<file path="src/rtl/gpu_pkg.sv">
// Shared GPU register-ring definitions: register offsets, command opcodes,
// the sequencer's command record and its FSM states.
package gpu_pkg;

  localparam logic [7:0] GPU_ADDR_PREFIX_DEF = 8'h7F;

  localparam logic [7:0] OFF_STATUS    = 8'h00;
  localparam logic [7:0] OFF_CTRL      = 8'h01;
  localparam logic [7:0] OFF_IMEM_ADDR = 8'h10;
  localparam logic [7:0] OFF_IMEM_DATA = 8'h11;
  localparam logic [7:0] OFF_DMEM_ADDR = 8'h20;
  localparam logic [7:0] OFF_DMEM_DATA = 8'h24;

  localparam logic [1:0] OP_WR   = 2'd0;
  localparam logic [1:0] OP_RD   = 2'd1;
  localparam logic [1:0] OP_POLL = 2'd2;
  localparam logic [1:0] OP_RSV  = 2'd3;

  typedef struct packed {
    logic [1:0]  op;
    logic [7:0]  off;
    logic [31:0] data;
  } cmd_t;

  localparam int CMD_W = $bits(cmd_t);

  typedef enum logic [1:0] {
    ST_IDLE,
    ST_ISSUE,
    ST_GAP,
    ST_RESP
  } seq_state_e;

endpackage

</file>
<file path="src/rtl/gpu_reg_sequencer_if.sv">
// Command/response handshake plus register-ring request and return signals.
// master = the sequencer, slave = controller and ring.
interface gpu_reg_sequencer_if #(
  parameter int UDP_REG_SRC_WIDTH = 2
);
  logic                         cmd_valid;
  logic                         cmd_ready;
  logic [1:0]                   cmd_op;
  logic [7:0]                   cmd_off;
  logic [31:0]                  cmd_data;
  logic                         rsp_valid;
  logic                         rsp_ready;
  logic [31:0]                  rsp_data;
  logic                         rsp_err;
  logic                         busy;
  logic                         reg_req_out;
  logic                         reg_rd_wr_L_out;
  logic [22:0]                  reg_addr_out;
  logic [31:0]                  reg_data_out;
  logic [UDP_REG_SRC_WIDTH-1:0] reg_src_out;
  logic                         reg_req_ret;
  logic                         reg_ack_ret;
  logic [31:0]                  reg_data_ret;

  modport master (
    input  cmd_valid, cmd_op, cmd_off, cmd_data, rsp_ready,
           reg_req_ret, reg_ack_ret, reg_data_ret,
    output cmd_ready, rsp_valid, rsp_data, rsp_err, busy,
           reg_req_out, reg_rd_wr_L_out, reg_addr_out, reg_data_out, reg_src_out
  );

  modport slave (
    output cmd_valid, cmd_op, cmd_off, cmd_data, rsp_ready,
           reg_req_ret, reg_ack_ret, reg_data_ret,
    input  cmd_ready, rsp_valid, rsp_data, rsp_err, busy,
           reg_req_out, reg_rd_wr_L_out, reg_addr_out, reg_data_out, reg_src_out
  );
endinterface

</file>
<file path="src/rtl/gpu_cmd_fifo.sv">
// First-word-fall-through command FIFO; head entry is visible on rdata_o
// whenever empty_o is low. DEPTH must be a power of two.
module gpu_cmd_fifo #(
  parameter int DEPTH = 8,
  parameter int W     = 42
) (
  input  logic         clk,
  input  logic         reset_n,
  input  logic         push_i,
  input  logic         pop_i,
  input  logic [W-1:0] wdata_i,
  output logic [W-1:0] rdata_o,
  output logic         full_o,
  output logic         empty_o
);
  localparam int AW = $clog2(DEPTH);
  localparam logic [AW:0] FULL_CNT = (AW+1)'(DEPTH);

  logic [W-1:0]  mem_q [DEPTH];
  logic [AW-1:0] wptr_q, rptr_q;
  logic [AW:0]   cnt_q, cnt_d;
  logic          do_push, do_pop;

  assign full_o  = (cnt_q == FULL_CNT);
  assign empty_o = (cnt_q == '0);
  assign do_push = push_i & ~full_o;
  assign do_pop  = pop_i & ~empty_o;
  assign rdata_o = mem_q[rptr_q];

  always_comb begin
    cnt_d = cnt_q;
    if (do_push && !do_pop) cnt_d = cnt_q + 1'b1;
    else if (!do_push && do_pop) cnt_d = cnt_q - 1'b1;
  end

  // Pointers wrap naturally because DEPTH is a power of two.
  always_ff @(posedge clk or negedge reset_n) begin
    if (!reset_n) begin
      wptr_q <= '0;
      rptr_q <= '0;
      cnt_q  <= '0;
    end else begin
      if (do_push) wptr_q <= wptr_q + 1'b1;
      if (do_pop)  rptr_q <= rptr_q + 1'b1;
      cnt_q <= cnt_d;
    end
  end

  always_ff @(posedge clk) begin
    if (do_push) mem_q[wptr_q] <= wdata_i;
  end

endmodule

</file>
<file path="src/rtl/gpu_reg_sequencer.sv">
// Host-side register command sequencer: queues WR/RD/POLL commands and
// replays them one at a time on the UDP register ring, one response each.
module gpu_reg_sequencer
  import gpu_pkg::*;
#(
  parameter int                           UDP_REG_SRC_WIDTH = 2,
  parameter logic [7:0]                   GPU_ADDR_PREFIX   = GPU_ADDR_PREFIX_DEF,
  parameter logic [UDP_REG_SRC_WIDTH-1:0] SRC_ID            = UDP_REG_SRC_WIDTH'(1),
  parameter int                           FIFO_DEPTH        = 8,
  parameter int                           ACK_TIMEOUT       = 16,
  parameter int                           POLL_MAX          = 1024,
  parameter int                           POLL_GAP          = 4
) (
  input logic                 clk,
  input logic                 reset_n,
  gpu_reg_sequencer_if.master bus
);
  localparam int ACK_W  = $clog2(ACK_TIMEOUT + 1);
  localparam int POLL_W = $clog2(POLL_MAX + 1);
  localparam int GAP_W  = $clog2(POLL_GAP + 1);
  localparam logic [ACK_W-1:0]  ACK_LAST  = ACK_W'(ACK_TIMEOUT - 1);
  localparam logic [POLL_W-1:0] POLL_LAST = POLL_W'(POLL_MAX - 1);
  localparam logic [GAP_W-1:0]  GAP_LAST  = GAP_W'(POLL_GAP - 1);

  seq_state_e                   state_q;
  cmd_t                         head;
  logic                         fifo_full, fifo_empty, pop, acked;
  logic [1:0]                   op_q;
  logic [31:0]                  mask_q, last_q;
  logic                         req_q, rd_wr_q;
  logic [22:0]                  addr_q;
  logic [31:0]                  wdata_q;
  logic [UDP_REG_SRC_WIDTH-1:0] src_q;
  logic [ACK_W-1:0]             ack_cnt_q;
  logic [POLL_W-1:0]            poll_cnt_q;
  logic [GAP_W-1:0]             gap_cnt_q;
  logic                         rsp_valid_q, rsp_err_q;
  logic [31:0]                  rsp_data_q;

  assign pop   = (state_q == ST_IDLE) && !fifo_empty;
  assign acked = bus.reg_req_ret && bus.reg_ack_ret;

  gpu_cmd_fifo #(.DEPTH(FIFO_DEPTH), .W(CMD_W)) u_fifo (
    .clk     (clk),
    .reset_n (reset_n),
    .push_i  (bus.cmd_valid),
    .pop_i   (pop),
    .wdata_i ({bus.cmd_op, bus.cmd_off, bus.cmd_data}),
    .rdata_o (head),
    .full_o  (fifo_full),
    .empty_o (fifo_empty)
  );

  always_ff @(posedge clk or negedge reset_n) begin
    if (!reset_n) begin
      state_q     <= ST_IDLE;
      op_q        <= '0;
      mask_q      <= '0;
      last_q      <= '0;
      req_q       <= 1'b0;
      rd_wr_q     <= 1'b0;
      addr_q      <= '0;
      wdata_q     <= '0;
      src_q       <= '0;
      ack_cnt_q   <= '0;
      poll_cnt_q  <= '0;
      gap_cnt_q   <= '0;
      rsp_valid_q <= 1'b0;
      rsp_err_q   <= 1'b0;
      rsp_data_q  <= '0;
    end else begin
      case (state_q)
        ST_IDLE: if (!fifo_empty) begin
          op_q       <= head.op;
          mask_q     <= head.data;
          last_q     <= '0;
          ack_cnt_q  <= '0;
          poll_cnt_q <= '0;
          addr_q     <= {GPU_ADDR_PREFIX, 7'd0, head.off};
          rd_wr_q    <= (head.op != OP_WR);
          wdata_q    <= (head.op == OP_WR) ? head.data : '0;
          src_q      <= SRC_ID;
          if (head.op == OP_RSV) begin
            rsp_valid_q <= 1'b1;
            rsp_err_q   <= 1'b1;
            rsp_data_q  <= '0;
            state_q     <= ST_RESP;
          end else begin
            req_q   <= 1'b1;
            state_q <= ST_ISSUE;
          end
        end
        ST_ISSUE: begin
          if (acked) begin
            req_q  <= 1'b0;
            last_q <= bus.reg_data_ret;
            if (op_q == OP_POLL && (bus.reg_data_ret & mask_q) == '0) begin
              if (poll_cnt_q == POLL_LAST) begin
                rsp_valid_q <= 1'b1;
                rsp_err_q   <= 1'b1;
                rsp_data_q  <= bus.reg_data_ret;
                state_q     <= ST_RESP;
              end else begin
                poll_cnt_q <= poll_cnt_q + 1'b1;
                gap_cnt_q  <= '0;
                state_q    <= ST_GAP;
              end
            end else begin
              rsp_valid_q <= 1'b1;
              rsp_err_q   <= 1'b0;
              rsp_data_q  <= (op_q == OP_WR) ? '0 : bus.reg_data_ret;
              state_q     <= ST_RESP;
            end
          end else if (ack_cnt_q == ACK_LAST) begin
            // Abort: any later ack is ignored because req is already low.
            req_q       <= 1'b0;
            rsp_valid_q <= 1'b1;
            rsp_err_q   <= 1'b1;
            rsp_data_q  <= (op_q == OP_WR) ? '0 : last_q;
            state_q     <= ST_RESP;
          end else begin
            ack_cnt_q <= ack_cnt_q + 1'b1;
          end
        end
        ST_GAP: begin
          if (gap_cnt_q == GAP_LAST) begin
            req_q     <= 1'b1;
            ack_cnt_q <= '0;
            state_q   <= ST_ISSUE;
          end else begin
            gap_cnt_q <= gap_cnt_q + 1'b1;
          end
        end
        ST_RESP: if (bus.rsp_ready) begin
          rsp_valid_q <= 1'b0;
          state_q     <= ST_IDLE;
        end
        default: state_q <= ST_IDLE;
      endcase
    end
  end

  assign bus.cmd_ready       = ~fifo_full;
  assign bus.busy            = ~fifo_empty || (state_q != ST_IDLE);
  assign bus.rsp_valid       = rsp_valid_q;
  assign bus.rsp_data        = rsp_data_q;
  assign bus.rsp_err         = rsp_err_q;
  assign bus.reg_req_out     = req_q;
  assign bus.reg_rd_wr_L_out = rd_wr_q;
  assign bus.reg_addr_out    = addr_q;
  assign bus.reg_data_out    = wdata_q;
  assign bus.reg_src_out     = src_q;

endmodule

</file>
<file path="src/flat_wrapper.sv">
// flat-port wrapper written by rule: the top's interface ports become plain ports
module gpu_reg_sequencer_flat import gpu_pkg::*;
#(
  parameter int                           UDP_REG_SRC_WIDTH = 2,
  parameter logic [7:0]                   GPU_ADDR_PREFIX   = GPU_ADDR_PREFIX_DEF,
  parameter logic [UDP_REG_SRC_WIDTH-1:0] SRC_ID            = UDP_REG_SRC_WIDTH'(1),
  parameter int                           FIFO_DEPTH        = 8,
  parameter int                           ACK_TIMEOUT       = 16,
  parameter int                           POLL_MAX          = 1024,
  parameter int                           POLL_GAP          = 4
)
  (clk, reset_n, bus_cmd_valid, bus_cmd_op, bus_cmd_off, bus_cmd_data, bus_rsp_ready, bus_reg_req_ret, bus_reg_ack_ret, bus_reg_data_ret, bus_cmd_ready, bus_rsp_valid, bus_rsp_data, bus_rsp_err, bus_busy, bus_reg_req_out, bus_reg_rd_wr_L_out, bus_reg_addr_out, bus_reg_data_out, bus_reg_src_out);
  gpu_reg_sequencer_if #(.UDP_REG_SRC_WIDTH(UDP_REG_SRC_WIDTH)) bus_i ();
  input logic clk;
  input logic reset_n;
  input wire logic [$bits(bus_i.cmd_valid)-1:0] bus_cmd_valid;
  input wire logic [$bits(bus_i.cmd_op)-1:0] bus_cmd_op;
  input wire logic [$bits(bus_i.cmd_off)-1:0] bus_cmd_off;
  input wire logic [$bits(bus_i.cmd_data)-1:0] bus_cmd_data;
  input wire logic [$bits(bus_i.rsp_ready)-1:0] bus_rsp_ready;
  input wire logic [$bits(bus_i.reg_req_ret)-1:0] bus_reg_req_ret;
  input wire logic [$bits(bus_i.reg_ack_ret)-1:0] bus_reg_ack_ret;
  input wire logic [$bits(bus_i.reg_data_ret)-1:0] bus_reg_data_ret;
  output wire logic [$bits(bus_i.cmd_ready)-1:0] bus_cmd_ready;
  output wire logic [$bits(bus_i.rsp_valid)-1:0] bus_rsp_valid;
  output wire logic [$bits(bus_i.rsp_data)-1:0] bus_rsp_data;
  output wire logic [$bits(bus_i.rsp_err)-1:0] bus_rsp_err;
  output wire logic [$bits(bus_i.busy)-1:0] bus_busy;
  output wire logic [$bits(bus_i.reg_req_out)-1:0] bus_reg_req_out;
  output wire logic [$bits(bus_i.reg_rd_wr_L_out)-1:0] bus_reg_rd_wr_L_out;
  output wire logic [$bits(bus_i.reg_addr_out)-1:0] bus_reg_addr_out;
  output wire logic [$bits(bus_i.reg_data_out)-1:0] bus_reg_data_out;
  output wire logic [$bits(bus_i.reg_src_out)-1:0] bus_reg_src_out;
  assign bus_i.cmd_valid = bus_cmd_valid;
  assign bus_i.cmd_op = bus_cmd_op;
  assign bus_i.cmd_off = bus_cmd_off;
  assign bus_i.cmd_data = bus_cmd_data;
  assign bus_i.rsp_ready = bus_rsp_ready;
  assign bus_i.reg_req_ret = bus_reg_req_ret;
  assign bus_i.reg_ack_ret = bus_reg_ack_ret;
  assign bus_i.reg_data_ret = bus_reg_data_ret;
  assign bus_cmd_ready = bus_i.cmd_ready;
  assign bus_rsp_valid = bus_i.rsp_valid;
  assign bus_rsp_data = bus_i.rsp_data;
  assign bus_rsp_err = bus_i.rsp_err;
  assign bus_busy = bus_i.busy;
  assign bus_reg_req_out = bus_i.reg_req_out;
  assign bus_reg_rd_wr_L_out = bus_i.reg_rd_wr_L_out;
  assign bus_reg_addr_out = bus_i.reg_addr_out;
  assign bus_reg_data_out = bus_i.reg_data_out;
  assign bus_reg_src_out = bus_i.reg_src_out;
  gpu_reg_sequencer #(.UDP_REG_SRC_WIDTH(UDP_REG_SRC_WIDTH), .GPU_ADDR_PREFIX(GPU_ADDR_PREFIX), .SRC_ID(SRC_ID), .FIFO_DEPTH(FIFO_DEPTH), .ACK_TIMEOUT(ACK_TIMEOUT), .POLL_MAX(POLL_MAX), .POLL_GAP(POLL_GAP)) u_core (.clk(clk), .reset_n(reset_n), .bus(bus_i));
endmodule
</file>
<file path="config.mk">
export PLATFORM = sky130hd
export DESIGN_NAME = gpu_reg_sequencer_flat
export DESIGN_NICKNAME = d
export VERILOG_FILES = /design/src/rtl/gpu_pkg.sv /design/src/rtl/gpu_reg_sequencer_if.sv /design/src/rtl/gpu_cmd_fifo.sv /design/src/rtl/gpu_reg_sequencer.sv /design/src/flat_wrapper.sv
export SDC_FILE = /design/constraint.sdc
export NUM_CORES = 1
export LEC_CHECK = 0
export CAP_MARGIN = 5
export CORE_ASPECT_RATIO = 0.5
export CORE_UTILIZATION = 52
export CTS_CLUSTER_DIAMETER = 80
export DETAILED_ROUTE_END_ITERATION = 10
export PLACE_DENSITY_LB_ADDON = 0.08
export SETUP_SLACK_MARGIN = 0.3
export SYNTH_ARGS = -nofsm -noshare
export SYNTH_HDL_FRONTEND = slang
export SYNTH_SLANG_ARGS = --single-unit
</file>
<file path="constraint.sdc">
create_clock -name clk -period 5.9 [get_ports clk]
set_clock_uncertainty 0.2 [all_clocks]
set_input_delay 1.18 -clock clk [delete_from_list [all_inputs] [get_ports clk]]
set_output_delay 1.18 -clock clk [all_outputs]
set_load 0.05 [all_outputs]
</file>
==> summary.txt <==
Status
  – Status: complete, no violations

Floorplan
  – Die area: 0.03990 mm^2
  – # IOs: 175
  – Core area: 0.03791 mm^2
  – Rows: 50
  – Initial core utilization: 53.57%
  – Die height: 141.8 um
  – Die Width: 281.5 um

Timing
  – Fin Setup TNS: 0 ns
  – Min cycle time layout: 4.148 ns
  – Max Clk Rate: 241.1 MHz
  – Final Hold Viols: 0
  – RSZ-0062 raised after global routing: false
  – Slew HR: 20.23%
  – Tcrit/Tclk final: 70.31%
  – Final Max Slew Viols: 0
  – Endpoints failing setup: 0
  – Worst Max-Slew Pin Slew: 1.197 ns

Final layout
  – Area of the multi-input gates: 0.005504 mm^2
  – Layout cells sized above 1: 13.76%
  – Area growth from synthesis to layout: 18.32%
  – Final nets: 1478
  – # diodes: 0
  – FF+latch area: 0.01445 mm^2
  – Filler Cell Count: 2718
  – Fin util: 63.39%
  – Post-Layout Cell Count: 1937
  – Final non-filler cell area: 0.02403 mm^2

Synth
  – Ys Warns: 0
  – Number of synthesized flops with an enable pin: 336
  – Synth Flop Type: edfxtp_1
  – Largest family of logic cells by synthesized area: multiplexers
  – Post-synth top area cell: edfxtp_1
  – Compound-Gate Fraction of Synth Area: 6.530%
  – Adder-cell share of the synthesized area: 1.084%
  – #FFs+latches synth: 510
  – Netlist cell types: 50
  – Mean Syn Cell Area: 16.61 um^2
  – Register area share after synthesis: 71.11%
  – Synth Area in XOR/XNOR: 0.4743%
  – Synthesized area: 0.02031 mm^2
  – Synth cell count leaders: edfxtp_1 (336), dfrtp_1 (174), nand2_1 (153), mux4_2 (84), mux2i_1 (80)
  – Most numerous cell in the Yosys netlist: edfxtp_1
  – Synth top area cells: edfxtp_1 (50%), dfrtp_1 (21%), mux4_2 (9.3%)
  – Syn Inst Count: 1223
  – Mux contribution to synthesized area: 13.42%
  – Fraction of registers with async set/reset: 34.12%
  – Share of the synthesized area in the top cell type: 49.68%
  – Synth Area in Simple Gates: 5.021%

Clock tree
  – Clk buf depth: 3
  – Clock Sinks: 510
  – H-Tree Depth: 2
  – Setup Buffers After CTS: 0
  – Root Buffer Master: clkbuf_16
  – Hold buffer count at cts: 0
  – Reg clk slew, reported paths: 0.07 ns
  – Clk_lat worst skew: 0.57 ns
  – CTS tree: built
  – PostCTS Resize Cnt: 0
  – Total CTS buffers: 45

Global route
  – First-pass GRT wire length: 68.04 mm
  – GR Util met3: 3.606%
  – Largest net degree at the start of global routing: 112
  – Grt met1 use: 34.59%
  – Global route hottest layer: met2
  – Met2 Usage GRT: 35.74%
  – Antenna violations before repair: 6
  – GR Overflow Total: 0
  – Vias in the first global route: 11190
  – GRT Overall Usage: 22.90%

Min path
  – Hold/Removal Path Class: reg -> reg

Power and ir drop
  – Power Dens Cells: 535.5 mW/mm^2
  – Total power: 12.87 mW
  – VDD IR-drop max: 0.0002807 V
  – Leak: 8.951 nW

Worst setup path
  – Internal reg-to-reg setup slack: 2.00 ns
  – CP max stage cell: clkdlybuf4s50_1
  – Crit start category: flop
  – Worst setup EP type: primary output
  – Cell Chain, Critical Path: nor4_1 -> nand2_1 -> clkdlybuf4s50_1
  – CP arrival: 2.77 ns
  – Crit Path Category: reg -> out
  – Crit-path max FO: 5
  – CP required: 4.52 ns
  – Max incr delay on CP: 0.77 ns

Detailed routing
  – Drt initial violations: 1069
  – Vias per cell: 5.769
  – WL/cell: 23.12 um
  – DR vias: 11180
  – Final ANT Viol Nets: 0
  – WL final: 44.79 mm
  – Post-route DRC: 0
  – DRT Pass-1 Iters: 5

Placed design
  – GPL Wtd Cong: 0.8294
  – Placed instance count: 1854
  – PortBufs: 165
  – DP Area: 0.02248 mm^2
  – Post-DP HPWL: 26.79 mm

Job
  – # Max-Cap Violations: 0
layout by cell type, fill, tap and decap left out, types with 3 or more instances in the layout:
cell type	n
nor2_1	21
o21ai_0	52
clkdlybuf4s50_1	164
mux2i_1	80
nand4_1	7
nand3_1	12
and3_1	5
nor4_1	3
mux4_2	84
clkbuf_1	10
clkinv_1	5
a21o_1	3
nor3_2	3
xnor2_1	8
clkbuf_16	46
edfxtp_1	336
inv_1	10
dfrtp_1	171
conb_1	9
a21oi_1	7
clkbuf_8	4
nand2_1	152
o211ai_1	3
nand2b_1	11
buf_4	20
o31ai_1	64
nor3_1	5
a22o_1	34
bufinv_16	7
a22oi_1	14
clkinv_2	7
ha_1	16
xor2_1	3
layer usage:
metal / share of wire, % / vias up
li1: - / 5032
met1: 46 / 5778
met2: 47 / 315
met3: 6.2 / 50
met4: 1.2 / 0
met5: 0 / -
cell families after synthesis:
group,count (synthesis)
AO/OA/AOI/OAI,189
XOR/XNOR,11
adder cells (fa/ha/maj),17
buffers and inverters,94
flip-flops,510
multiplexers,166
other,1
AND/OR/NAND/NOR,235
report_power, final:
group          total, mW  internal [mW]  leakage [nW]  switching (mW)
clock               3.10           1.79         0.759            1.31
combinational       4.50           1.67          2.86            2.83
sequential          5.27           4.67          5.33           0.603
total               12.9           8.13          8.95            4.74
state kept, by name (all words and copies together) (netlist names):
name	count
u_core.state_q	2
u_core.mask_q	32
u_core.u_fifo.rptr_q	3
u_core.bus.reg_src_out	1
u_core.bus.reg_rd_wr_L_out	1
u_core.bus.reg_req_out	1
u_core.poll_cnt_q	11
u_core.u_fifo.cnt_q	4
u_core.bus.rsp_valid	1
u_core.bus.reg_data_out	32
u_core.gap_cnt_q	3
u_core.bus.rsp_data	32
u_core.ack_cnt_q	5
u_core.bus.reg_addr_out	8
u_core.u_fifo.mem_q	336
u_core.u_fifo.wptr_q	3
u_core.op_q	2
u_core.bus.rsp_err	1
u_core.last_q	32
critical path: cells and delay by family (launching register included):
family / cells / cell delay (ns)
buffers and inverters: 1 / 0.77
AND/OR/NAND/NOR: 2 / 0.98
flip-flops: 1 / 0.46
final cells by class:
type	count	area share, %
Clock buffer	59	5.118
Clock inverter	24	1.354
Timing Repair Buffer	186	7.596
Tap cell	520	2.707
Multi-Input combinational cell	627	22.90
Sequential cell	510	60.14
Inverter	11	0.1822
final timing paths:
kind | start | endpoint | depth (start not counted)
min reg2reg | u_core.bus.rsp_data[28] | u_core.bus.rsp_data[28] | 2
max | u_core.u_fifo.cnt_q[0] | bus_busy | 3
min in group asynchronous | reset_n | u_core.ack_cnt_q[4] | 1
max in group asynchronous | reset_n | u_core.bus.reg_data_out[10] | 2
max reg2reg | u_core.state_q[0] | u_core.u_fifo.cnt_q[3] | 13
min | u_core.bus.rsp_data[28] | u_core.bus.rsp_data[28] | 2
per-stage QoR:
stage | setup WS (ns) | hold slack [ns]
finish | 1.752 | 0.2791
global route | 1.622 | 0.3033
CTS | 1.686 | 0.2818
detailed placement | 1.624 | 0.2679
global placement | 1.743 | 0.2625
floorplan | 0.4695 | 0.2488
Power figures use the tool's default switching activity.
